===== src/rtl/aud_pkg.sv =====
// aud_pkg: shared types and constants for the audio record/play sequencer.
`default_nettype none

package aud_pkg;

  typedef enum logic [2:0] {
    S_IDLE  = 3'd0,
    S_INIT  = 3'd1,
    S_STOP  = 3'd2,
    S_DSP   = 3'd3,
    S_WAIT  = 3'd4,
    S_PAUSE = 3'd5
  } aud_seq_state_e;

  localparam logic M_PLAY = 1'b0;
  localparam logic M_RECD = 1'b1;

  localparam int DEF_SPD_UNITY = 7;
  localparam int DEF_SPD_MAX   = 14;

endpackage

`default_nettype wire


===== src/rtl/aud_speed_ctrl.sv =====
// aud_speed_ctrl: saturating up/down speed code, pinned to unity while recording.
`default_nettype none

module aud_speed_ctrl
  import aud_pkg::*;
#(
  parameter int SPD_W     = 4,
  parameter int SPD_MAX   = DEF_SPD_MAX,
  parameter int SPD_UNITY = DEF_SPD_UNITY
) (
  input  logic             clk,
  input  logic             rst_n,
  input  logic             key_fast,
  input  logic             key_slow,
  input  logic             mode,
  output logic [SPD_W-1:0] speed
);

  always_ff @(posedge clk) begin
    if (!rst_n) begin
      speed <= SPD_W'(SPD_UNITY);
    end else if (mode == M_RECD) begin
      speed <= SPD_W'(SPD_UNITY);
    end else if (key_fast && !key_slow && (speed < SPD_W'(SPD_MAX))) begin
      speed <= speed + SPD_W'(1);
    end else if (key_slow && !key_fast && (speed != '0)) begin
      speed <= speed - SPD_W'(1);
    end
  end

endmodule

`default_nettype wire


===== src/rtl/aud_seq_ctrl.sv =====
// aud_seq_ctrl: codec-init, start/pause/stop and per-channel DSP->player/recorder sequencer.
// Define AUD_SEQ_LOOP_EN to make a play-mode length limit restart playback instead of stopping.
`default_nettype none

module aud_seq_ctrl
  import aud_pkg::*;
#(
  parameter int N_CH      = 2,
  parameter int ADDR_W    = 20,
  parameter int SPD_W     = 4,
  parameter int SPD_MAX   = DEF_SPD_MAX,
  parameter int SPD_UNITY = DEF_SPD_UNITY,
  localparam int CH_W     = (N_CH > 1) ? $clog2(N_CH) : 1
) (
  input  logic              i_clk,
  input  logic              i_rst_n,
  input  logic              i_mode,
  input  logic              i_interpol,
  input  logic              i_key_start,
  input  logic              i_key_stop,
  input  logic              i_key_fast,
  input  logic              i_key_slow,
  output logic              o_init_start,
  input  logic              i_init_fin,
  output logic              o_dsp_clear,
  output logic              o_dsp_start,
  input  logic              i_dsp_fin,
  output logic              o_io_start,
  input  logic              i_io_fin,
  input  logic [ADDR_W-1:0] i_addr,
  output logic [CH_W-1:0]   o_chan,
  output logic              o_mode,
  output logic              o_interpol,
  output logic [SPD_W-1:0]  o_speed,
  output logic [ADDR_W-1:0] o_rec_end,
  output logic              o_running,
  output logic              o_paused
);

  localparam logic [CH_W-1:0] LAST_CH = CH_W'(N_CH - 1);

  aud_seq_state_e state, next_state;
  logic [CH_W-1:0] chan_nxt;
  logic            pend_pause, pend_pause_nxt;
  logic            pend_stop, pend_stop_nxt;
  logic            loop_clr;
  logic            limit_hit;

  // Length limit: recorder fills SRAM, or playback reaches the recorded end.
  assign limit_hit = ((o_mode == M_RECD) && (&i_addr)) ||
                     ((o_mode == M_PLAY) && (i_addr >= o_rec_end));

  always_comb begin
    next_state     = state;
    chan_nxt       = o_chan;
    loop_clr       = 1'b0;
    pend_pause_nxt = 1'b0;
    pend_stop_nxt  = 1'b0;
    if ((state == S_DSP) || (state == S_WAIT)) begin
      pend_pause_nxt = pend_pause | i_key_start;
      pend_stop_nxt  = pend_stop | i_key_stop;
    end
    case (state)
      S_IDLE: next_state = S_INIT;
      S_INIT: if (i_init_fin) next_state = S_STOP;
      S_STOP: begin
        if (i_key_start && !i_key_stop) begin
          chan_nxt   = '0;
          next_state = S_DSP;
        end
      end
      S_DSP: if (i_dsp_fin) next_state = S_WAIT;
      S_WAIT: begin
        if (i_io_fin) begin
          if (o_chan < LAST_CH) begin
            chan_nxt   = o_chan + CH_W'(1);
            next_state = S_DSP;
          end else begin
            // Frame end: requests are consumed here whatever the outcome.
            pend_pause_nxt = 1'b0;
            pend_stop_nxt  = 1'b0;
            if (pend_stop || i_key_stop) begin
              next_state = S_STOP;
            end else if (limit_hit) begin
`ifdef AUD_SEQ_LOOP_EN
              if (o_mode == M_PLAY) begin
                loop_clr   = 1'b1;
                chan_nxt   = '0;
                next_state = S_DSP;
              end else begin
                next_state = S_STOP;
              end
`else
              next_state = S_STOP;
`endif
            end else if (pend_pause || i_key_start) begin
              next_state = S_PAUSE;
            end else begin
              chan_nxt   = '0;
              next_state = S_DSP;
            end
          end
        end
      end
      S_PAUSE: begin
        if (i_key_stop) begin
          next_state = S_STOP;
        end else if (i_key_start) begin
          chan_nxt   = '0;
          next_state = S_DSP;
        end
      end
      default: next_state = S_IDLE;
    endcase
  end

  always_ff @(posedge i_clk) begin
    if (!i_rst_n) begin
      state        <= S_IDLE;
      o_chan       <= '0;
      pend_pause   <= 1'b0;
      pend_stop    <= 1'b0;
      o_init_start <= 1'b0;
      o_dsp_clear  <= 1'b0;
      o_dsp_start  <= 1'b0;
      o_io_start   <= 1'b0;
      o_mode       <= M_PLAY;
      o_interpol   <= 1'b0;
      o_rec_end    <= '1;
      o_running    <= 1'b0;
      o_paused     <= 1'b0;
    end else begin
      state        <= next_state;
      o_chan       <= chan_nxt;
      pend_pause   <= pend_pause_nxt;
      pend_stop    <= pend_stop_nxt;
      o_init_start <= (next_state == S_INIT) && (state != S_INIT);
      o_dsp_start  <= (next_state == S_DSP) && (state != S_DSP);
      o_io_start   <= (next_state == S_WAIT) && (state != S_WAIT);
      o_dsp_clear  <= (next_state == S_STOP) || loop_clr;
      o_running    <= (next_state == S_DSP) || (next_state == S_WAIT) ||
                      (next_state == S_PAUSE);
      o_paused     <= (next_state == S_PAUSE);
      if (state == S_STOP) begin
        o_mode     <= i_mode;
        o_interpol <= i_interpol;
      end
      if ((next_state == S_STOP) && ((state == S_WAIT) || (state == S_PAUSE)) &&
          (o_mode == M_RECD)) begin
        o_rec_end <= i_addr;
      end
    end
  end

  aud_speed_ctrl #(
    .SPD_W    (SPD_W),
    .SPD_MAX  (SPD_MAX),
    .SPD_UNITY(SPD_UNITY)
  ) u_speed (
    .clk     (i_clk),
    .rst_n   (i_rst_n),
    .key_fast(i_key_fast),
    .key_slow(i_key_slow),
    .mode    (o_mode),
    .speed   (o_speed)
  );

endmodule

`default_nettype wire


===== config.mk =====
export PLATFORM = sky130hd
export DESIGN_NAME = aud_seq_ctrl
export DESIGN_NICKNAME = d
export VERILOG_FILES = /design/src/rtl/aud_pkg.sv /design/src/rtl/aud_speed_ctrl.sv /design/src/rtl/aud_seq_ctrl.sv
export SDC_FILE = /design/constraint.sdc
export NUM_CORES = 1
export LEC_CHECK = 0
export BUFFER_PORTS_ARGS = -buffer_cell sky130_fd_sc_hd__buf_4
export CORE_MARGIN = 2
export CORE_UTILIZATION = 45
export DETAILED_ROUTE_END_ITERATION = 6
export PLACE_DENSITY = 0.73
export SYNTH_ARGS = -nofsm -noshare
export SYNTH_HDL_FRONTEND = slang
export SYNTH_HIERARCHICAL = 1
export SYNTH_SLANG_ARGS = --single-unit

===== constraint.sdc =====
create_clock -name i_clk -period 4.45 [get_ports i_clk]
set_clock_uncertainty 0.2 [all_clocks]
set_input_delay 0 -clock i_clk [delete_from_list [all_inputs] [get_ports i_clk]]
set_output_delay 0 -clock i_clk [all_outputs]
set_load 0.01 [all_outputs]

==> impl_metrics.csv, run 1 <==
group,metric,value,unit
outcome,status,"finished clean",
yosys,synthesis.area,2410,µm²
yosys,synth_edf_count,0,
cts,numCtsBuffers,5,
sta,fin_tns_setup,0,ps
cts,cts_root_buf,"clkbuf_8",
detailed_routing,routedWlPerCell,13.5,µm
final_layout,final_area,3560,µm²
sta,worst_pin_slew,690,ps
worst_setup_path,r2r-end,"o_rec_end[18]",
worst_setup_path,critical_path_peak_fanout,21,
final_layout,final_cell_mix,"buf_4, dlygate4sd3_1, inv_1",
worst_setup_path,crit_arrival,3490,ps
yosys,ys_seq_area_frac,0.315,
sta,maxSlewHeadroom,0.539,
grt,antenna_found_initial,0,
sta,rsz0062_at_grt,"false",
cts,clk-insertion-delay-late,300,ps
worst_setup_path,cp-end-kind,"flip-flop",
detailed_routing,vias,2295,
final_layout,final_common_cell,"buf_4",
cts,cts_setup_buffers,0,
cts,cts_tree,"yes",
yosys,syn-num-nets,323,
yosys,ys_async_sr_fraction,0,
die,die_area,5970,µm²
final_layout,nets,434,
cts,cts_hold_buf,51,
cts,cts.clk_slew.worst_paths,80,ps
final_layout,insertedDiodeCount,0,
die,core,5140,µm²
yosys,yosysWarnings,6,
sta,setup_viol_count_final,0,
yosys,synthFlopType,"dfxtp_1",
cts,cts-resized-gates,0,
yosys,synth_cell_type_count,51,
worst_setup_path,startpoint,"o_mode",
grt,grt_max_degree,28,
die,io_pins,64,
placed_design,dp_hpwl,4.08,mm
run,timing.max_cap.violations,0,
worst_setup_path,crit_path_end,"o_rec_end[18]",
final_layout,layout-drive-gt1-share,0.278,
die,chipWidth,77.2,µm
worst_setup_path,worstRegToRegCells,8,
min_path,hold_path.class,"input port to flip-flop",
sta,hold_viol,0,
placed_design,placed_area,2910,µm²
power_and_ir_drop,peakVddDrop,0.211,mV
sta,min_period,3460,ps
min_path,whs_path_depth,5,
detailed_routing,viasPerCell,5.09,
yosys,avgSynthCellArea,8.97,µm²
final_layout,final_util,0.692,
worst_setup_path,worstPathRequired,4490,ps
die,rows,26,
sta,finalCritPeriodShare,0.777,
yosys,syn_inst,269,
detailed_routing,wirelength,6.11,mm
grt,grt_pass1_wl,10.4,mm
grt,first_global_vias,2308,
detailed_routing,drtPass1Iterations,4,
worst_setup_path,worstReg2RegStart,"o_mode",
sta,max_freq,0.289,GHz
die,start_util,0.470,
power_and_ir_drop,powerDensity,263,nW/µm²
worst_setup_path,cp-start-kind,"flip-flop",
placed_design,gp_congestion,0.827,
sta,report.final.slew_viol_count,0,
cts,cts.sinks,38,
detailed_routing,antenna_left,0,
detailed_routing,initialDrtViolationCount,69,
grt,overflow,0,
worst_setup_path,reg2reg_slack,990,ps
detailed_routing,route.detailed.drc,0,
placed_design,port_buffers,63,
power_and_ir_drop,p_leak,1.69,nW
cts,htreeDepth,2,
cts,max-clock-path-buffers,2,
die,fp.dieH,77.2,µm
worst_setup_path,path_class,"flip-flop to flip-flop",
final_layout,syn2layout_area_growth,47.3,%
final_layout,num-fill-cells,429,
yosys,ys_ff_latch,38,
grt,grtUsageTotal,0.216,
[flip-flops by register name (all words and copies together) (netlist names)]
signal,cells
o_chan,1
o_dsp_clear,1
o_dsp_start,1
o_init_start,1
o_interpol,1
o_io_start,1
o_mode,1
o_paused,1
o_rec_end,20
o_running,1
pend_pause,1
pend_stop,1
state,3
u_speed/speed,4
[where the power goes]
group          internal, W  switching [W]
clock network     0.000225       0.000129
registers         0.000356      0.0000236
logic             0.000103      0.0000994
[metal layers]
metal	GRT usage	part of all wire	vias to the layer above
met3	0.0576	0.052	8
met1	0.269	0.46	1047
met4	0.0732	0.013	0
li1	-	-	1174
met5	0	0	-
met2	0.358	0.47	66
[logic make-up after synthesis]
family,share of synthesized area
AO/OA/AOI/OAI,0.281
flip-flops,0.315
buffers and inverters,0.0975
XOR/XNOR,0.00726
AND/OR/NAND/NOR,0.148
multiplexers,0.0290
adder cells (fa/ha/maj),0.122
[worst max-delay path: stages (launching register included)]
cell,delay [ps]
dfxtp_1,490
nand4_1,110
nor4_1,280
a21boi_1,190
a31oi_2,240
nand3_1,530
or2_4,600
o211ai_2,180
dlygate4sd3_1,570
[how the worst min path moves through the flow]
stage / to / from
2_1_floorplan: pend_stop / i_key_stop
3_3_place_gp: o_interpol / i_interpol
3_5_place_dp: o_mode / i_mode
4_1_cts: u_speed/speed[3] / i_key_slow
5_1_grt: u_speed/speed[3] / i_key_slow
6_report: u_speed/speed[3] / i_key_slow
[cells in the mapped netlist (2+ instances only)]
library cell  instances  area share
o211ai_2             21        0.11
ha_1                 22        0.11
clkbuf_1              5      0.0078
inv_1                43       0.067
nand2_1              13       0.020
nor2b_4               2       0.011
nand2b_1              6       0.016
nor3_1                7       0.015
a31oi_1               2      0.0052
nand4_1               7       0.018
nor2b_1               5       0.013
a21oi_1              11       0.023
o21ai_0              27       0.056
nor2_1                9       0.014
mux2i_1               7       0.029
nand3_1               3      0.0062
and2b_1               2      0.0062
buf_6                 4       0.019
dfxtp_1              38        0.32
or2_4                 2      0.0073
a21oi_2               2      0.0073
a21o_1                2      0.0062
[through the flow]
stage | setup slack [ps] | hold slack, ps | power, W | std cells
6_report | 991 | 20.2 | 0.000935 | 451
5_1_grt | 616 | 57.7 | 0.000985 | 451
4_1_cts | 981 | 15.3 | 0.000941 | 451
3_5_place_dp | 1560 | 66.8 | 0.000565 | 392
3_3_place_gp | 1560 | 55.7 | 0.000561 | 392
2_1_floorplan | 2100 | -62.9 | 0.000497 | 269
[layout make-up]
class	instances	area (µm²)	area share
Clock buffer	5	68.8	0.0194
Multi-Input combinational cell	177	1420	0.399
Clock inverter	3	68.8	0.0194
Sequential cell	38	761	0.214
Inverter	43	161	0.0454
Tap cell	70	87.6	0.0246
Timing Repair Buffer	115	991	0.279
(Power assumes the default switching activity.)
==> run 2, diff against run 1 <==
Settings changed: ABC_AREA set to 1, PLACE_DENSITY 0.73 to 0.76.
Clock period 4.45 ns to 3.1 ns, I/O delays scaled along.
==> run 2 against run 1 <==
Effect of this change:
- utilization down 4.5 points
- synthesized cell count up 31%
- via count up 14%
- maximum frequency up 22%
- sequential cell count unchanged
- area after synthesis down 0.67%
- critical path type unchanged
- critical endpoint is now o_chan
==> impl_metrics.csv, run 2 <==
group,metric,value,unit
outcome,status,"finished clean",
yosys,syn-num-nets,406,
sta,maxSlewHeadroom,0.708,
placed_design,gp_congestion,0.897,
yosys,yosysWarnings,6,
worst_setup_path,critical_path_peak_fanout,3,
placed_design,placed_area,2910,µm²
final_layout,nets,500,
final_layout,final_area,3320,µm²
power_and_ir_drop,powerDensity,380,nW/µm²
yosys,synth_top_family_by_area,"simple AND/OR/NAND/NOR gates",
yosys,synthSimpleGateAreaFrac,0.384,
detailed_routing,antenna_left,0,
yosys,synth_xor_area_frac,0.00365,
detailed_routing,drtPass1Iterations,5,
worst_setup_path,reg2reg_slack,270,ps
worst_setup_path,cp-end-kind,"flip-flop",
detailed_routing,wirelength,6.30,mm
worst_setup_path,worstRegToRegCells,16,
yosys,synth_edf_count,0,
worst_setup_path,crit_arrival,2820,ps
power_and_ir_drop,p_leak,1.88,nW
yosys,ys_seq_area_frac,0.317,
final_layout,final_cell_mix,"nand2_1, buf_4, inv_1",
final_layout,insertedDiodeCount,0,
die,rows,26,
final_layout,final_common_cell,"nand2_1",
yosys,synthMuxAreaShare,0,
die,core,5140,µm²
min_path,hold_path.class,"input port to flip-flop",
worst_setup_path,path_cells,"inv_1 -> ha_1 -> nand2_1 -> nor2_1 -> nand4_1 -> and2b_1 -> nand2_1 -> nand3_1 -> nand3_1 -> nand2_1 -> o21ai_0 -> nand3_1 -> nand2_1 -> nand2_1 -> nor2_1 -> dlygate4sd3_1",
worst_setup_path,crit_path_top_delay_cell,"dlygate4sd3_1",
grt,first_global_vias,2500,
final_layout,seq_area,761,µm²
die,start_util,0.466,
cts,cts_hold_buf,32,
die,chipWidth,77.0,µm
yosys,ys_ff_latch,38,
detailed_routing,route.detailed.drc,0,
sta,report.final.slew_viol_count,0,
cts,clk-insertion-delay-late,290,ps
placed_design,port_buffers,63,
yosys,ys_async_sr_fraction,0,
cts,numCtsBuffers,5,
cts,cts-resized-gates,0,
yosys,synth_top_area_cell,"dfxtp_1",
cts,cts_root_buf,"clkbuf_8",
yosys,synth_common_cells,"nand2_1, inv_1, dfxtp_1, nor2_1, nand3_1",
die,die_area,5930,µm²
sta,fin_tns_setup,0,ps
yosys,synth_most_common_cell,"nand2_1",
cts,cts_tree,"yes",
yosys,synth_adder_area_share,0.123,
detailed_routing,routedWlPerCell,12.2,µm
final_layout,syn2layout_area_growth,38.7,%
final_layout,largest_reg_flops,20,
placed_design,dp_hpwl,4.45,mm
grt,grt_max_degree,29,
cts,cts.clk_slew.worst_paths,70,ps
final_layout,largest_registers,"o_rec_end x20, u_speed/speed x4, state x3",
cts,cts_setup_buffers,0,
grt,overflow,0,
sta,finalCritPeriodShare,0.913,
min_path,whs_path_depth,6,
sta,max_freq,0.353,GHz
final_layout,num-fill-cells,482,
worst_setup_path,cp_common_cell,"nand2_1",
yosys,synthesis.area,2400,µm²
grt,grt_pass1_wl,11.1,mm
detailed_routing,initialDrtViolationCount,102,
detailed_routing,vias,2608,
worst_setup_path,cp_num_buf_inv,2,
yosys,synth_compound_area_frac,0.0590,
cts,max-clock-path-buffers,2,
cts,htreeDepth,2,
die,fp.dieH,77.0,µm
power_and_ir_drop,peakVddDrop,0.318,mV
sta,rsz0062_at_grt,"false",
worst_setup_path,worstPathRequired,3090,ps
grt,grtUsageTotal,0.228,
worst_setup_path,slowest_delay,540,ps
yosys,synthFlopType,"dfxtp_1",
run,timing.max_cap.violations,0,
yosys,syn_inst,352,
sta,min_period,2830,ps
yosys,avgSynthCellArea,6.81,µm²
worst_setup_path,path_class,"flip-flop to flip-flop",
grt,antenna_found_initial,0,
sta,hold_viol,0,
yosys,synth_area_leaders,"dfxtp_1, nand2_1, ha_1",
detailed_routing,viasPerCell,5.04,
die,io_pins,64,
yosys,synth_cell_type_count,31,
sta,setup_viol_count_final,0,
worst_setup_path,path_depth,16,
worst_setup_path,cp-start-kind,"flip-flop",
yosys,synth_top_area_frac,0.317,
final_layout,largest-register,"o_rec_end",
final_layout,layout-drive-gt1-share,0.181,
worst_setup_path,crit_family,"simple AND/OR/NAND/NOR gates",
sta,worst_pin_slew,438,ps
final_layout,multiInputGateArea,1370,µm²
cts,cts.sinks,38,
[run 2: changes by cell type in the layout (fill, tap and decap cells not counted), sizes merged, moves of 20 or more]
| cell | change |
|---|---|
| nand2 | +79 |
| nand3 | +33 |
| o211ai | -20 |
| nor2 | +28 |
| o21ai | -23 |
[run 2: area by class of cell]
type,instances,area share
Clock buffer,7,0.0260
Clock inverter,1,0.00151
Inverter,54,0.0610
Timing Repair Buffer,98,0.245
Sequential cell,38,0.229
Multi-Input combinational cell,249,0.411
Tap cell,70,0.0263
[run 2: power by group]
group | switching, W | total (W) | internal, W
registers | 0.0000271 | 0.000543 | 0.000516
logic | 0.000210 | 0.000367 | 0.000157
clock network | 0.000175 | 0.000355 | 0.000179
[run 2: cells by family after synthesis]
family	Yosys count
and+or+nand+nor	203
buffers and inverters	65
DFF	38
AOI/OAI and AO/OA	22
xor gates and xnor gates	1
adders and majority gates	23
[run 2: final timing paths]
check / startpoint / end
setup reg to reg: o_rec_end[11] / o_chan
hold / removal: i_key_slow / u_speed/speed[1]
hold reg to reg: o_rec_end[15] / o_rec_end[15]
setup / recovery: o_rec_end[11] / o_chan
[run 2: worst min-delay path, delay by kind of cell]
kind | cells | cell delay, ps
buffers and inverters | 1 | 90
AND/OR/NAND/NOR | 5 | 370
[run 2: per-stage QoR]
step	power, W	hold slack (ps)	cells	setup slack [ps]	utilization
2_1_floorplan	0.000756	-65.1	352	760	-
3_3_place_gp	0.000875	36.2	477	496	0.567
3_5_place_dp	0.000882	36.8	477	389	0.567
4_1_cts	0.00127	14.3	517	298	0.647
5_1_grt	0.00134	45.8	517	7.09	0.647
6_report	0.00126	20.3	517	270	0.647
[run 2: metal layers]
metal  up-vias  wire length, µm  share of wire  track usage
met4         0               56         0.0089       0.0554
li1       1335                -              -            -
met5         -                0              0            0
met1      1203             2930           0.47        0.289
met3         6              275          0.044       0.0459
met2        64             3030           0.48        0.396
==> run 3, diff against run 2 <==
Settings changed: CELL_PAD_IN_SITES_DETAIL_PLACEMENT set to 1, CELL_PAD_IN_SITES_GLOBAL_PLACEMENT set to 2, CORE_UTILIZATION 45 to 25, PLACE_DENSITY 0.76 to 0.73.
==> run 3 against run 2 <==
Effect of this change:
- clock-buffer cell count fell by 1
- sequential share of layout area fell by 0.75 points
- clock power rose by 49%
- die area is 75% higher
- worst hold slack got worse by 9.7 ps
- critical path type unchanged
- critical endpoint is now o_running
- largest cell class unchanged
- highest routed layer unchanged
==> impl_metrics.csv, run 3 (synthesis results as in run 2) <==
group,metric,value,unit
worst_setup_path,path_class,"flip-flop to flip-flop",
sta,report.final.slew_viol_count,0,
worst_setup_path,crit_arrival,2610,ps
grt,met2_usage,0.274,
final_layout,final_cell_mix,"nand2_1, buf_4, inv_1",
final_layout,largest-register,"o_rec_end",
final_layout,syn2layout_area_growth,43.4,%
power_and_ir_drop,peakVddDrop,0.210,mV
grt,grt_max_degree,29,
sta,min_period,2620,ps
grt,antenna_found_initial,0,
worst_setup_path,crit_path_top_delay_cell,"dfxtp_1",
die,start_util,0.258,
grt,first_global_vias,2669,
run,timing.max_cap.violations,0,
sta,worst_pin_slew,432,ps
worst_setup_path,critical_path_peak_fanout,23,
cts,clk-insertion-delay-late,290,ps
sta,finalCritPeriodShare,0.846,
worst_setup_path,cp-start-kind,"flip-flop",
detailed_routing,routedWlPerCell,13.4,µm
final_layout,layout-drive-gt1-share,0.184,
cts,numCtsBuffers,5,
die,chipWidth,102,µm
sta,setup_viol_count_final,0,
die,die_area,10400,µm²
final_layout,largest_registers,"o_rec_end x20, u_speed/speed x4, state x3",
detailed_routing,initialDrtViolationCount,70,
final_layout,nets,498,
sta,maxSlewHeadroom,0.705,
sta,holdWs,10.6,ps
detailed_routing,wirelength,7.68,mm
cts,cts_tree,"yes",
final_layout,final_common_cell,"nand2_1",
die,core,9280,µm²
die,io_pins,64,
grt,grt_pass1_wl,12.9,mm
detailed_routing,antenna_left,0,
sta,fin_tns_setup,0,ps
die,rows,35,
power_and_ir_drop,total_power,0.00145,W
grt,overflow,0,
final_layout,final_util,0.370,
cts,cts.clk_slew.worst_paths,80,ps
worst_setup_path,worstPathRequired,3090,ps
power_and_ir_drop,powerDensity,421,nW/µm²
grt,top_usage_layer,"met2",
die,fp.dieH,102,µm
placed_design,dp_hpwl,5.63,mm
power_and_ir_drop,p_leak,1.89,nW
placed_design,port_buffers,63,
cts,cts_root_buf,"clkbuf_8",
outcome,status,"finished clean",
detailed_routing,drtPass1Iterations,5,
final_layout,insertedDiodeCount,0,
cts,htreeDepth,2,
detailed_routing,route.detailed.drc,0,
worst_setup_path,cp_common_cell,"nand2_1",
detailed_routing,vias,2612,
worst_setup_path,slowest_delay,360,ps
cts,cts.sinks,38,
detailed_routing,viasPerCell,4.55,
sta,hold_viol,0,
worst_setup_path,cp-end-kind,"flip-flop",
worst_setup_path,path_cells,"inv_1 -> ha_1 -> nand2_1 -> nor2_1 -> nand4_1 -> and2b_1 -> nand2_1 -> nand3_1 -> nand3_1 -> nand2_1 -> nand2_1 -> a21oi_4 -> buf_4 -> inv_1 -> nand3_1 -> nand2_1",
placed_design,gp_congestion,0.755,
sta,max_freq,0.381,GHz
final_layout,largest_reg_flops,20,
cts,max-clock-path-buffers,2,
grt,met1_usage,0.203,
grt,grt_util_met3,0.0267,
grt,grtUsageTotal,0.157,
min_path,hold_path.class,"input port to flip-flop",
sta,rsz0062_at_grt,"false",
[run 3: routing by layer]
metal	wire length, µm	vias to the layer above
met5	0	-
met2	3680	49
li1	-	1332
met4	71	0
met3	241	11
met1	3680	1220
[run 3: power by group]
group / total (W) / switching, W / internal, W
combinational: 0.000375 / 0.000223 / 0.000153
clock: 0.000530 / 0.000187 / 0.000343
sequential: 0.000542 / 0.0000271 / 0.000515
[run 3: final timing paths]
check	from	to	slack, ps	depth (start not counted)
max	o_rec_end[11]	o_running	480	16
min	i_key_slow	u_speed/speed[1]	10	7
max reg2reg	o_rec_end[11]	o_running	480	16
min reg2reg	o_rec_end[5]	o_rec_end[5]	290	2
[run 3: worst max-delay path: cells and delay by family, from the launching register on]
kind                     cells  cell delay, ps
flip-flops                   1             360
AND/OR/NAND/NOR             11            1060
adder cells (fa/ha/maj)      1             280
buffers and inverters        3             430
AO/OA/AOI/OAI                1             160
[run 3: cell type report]
class	count	area [µm²]
Multi-Input combinational cell	249	1370
Inverter	54	203
Clock buffer	6	82.6
Clock inverter	2	60.1
Tap cell	129	161
Sequential cell	38	761
Timing Repair Buffer	96	796
Fill cell	1201	5850
[run 3: stage by stage]
stage | instances | instance area, µm² | setup WS [ps]
finish | 574 | 3440 | 477
global placement | 536 | 2990 | 359
CTS | 574 | 3430 | 255
global route | 574 | 3440 | 134
floorplan | 352 | 2400 | 760
detailed placement | 536 | 2990 | 284
[run 3: repair_timing]
item,4_1_cts,5_1_grt
gates resized for setup,0,1
hold endpoints to repair,34,0
buffers inserted,0,0
endpoints found under the setup margin,0,20
hold buffers,30,0
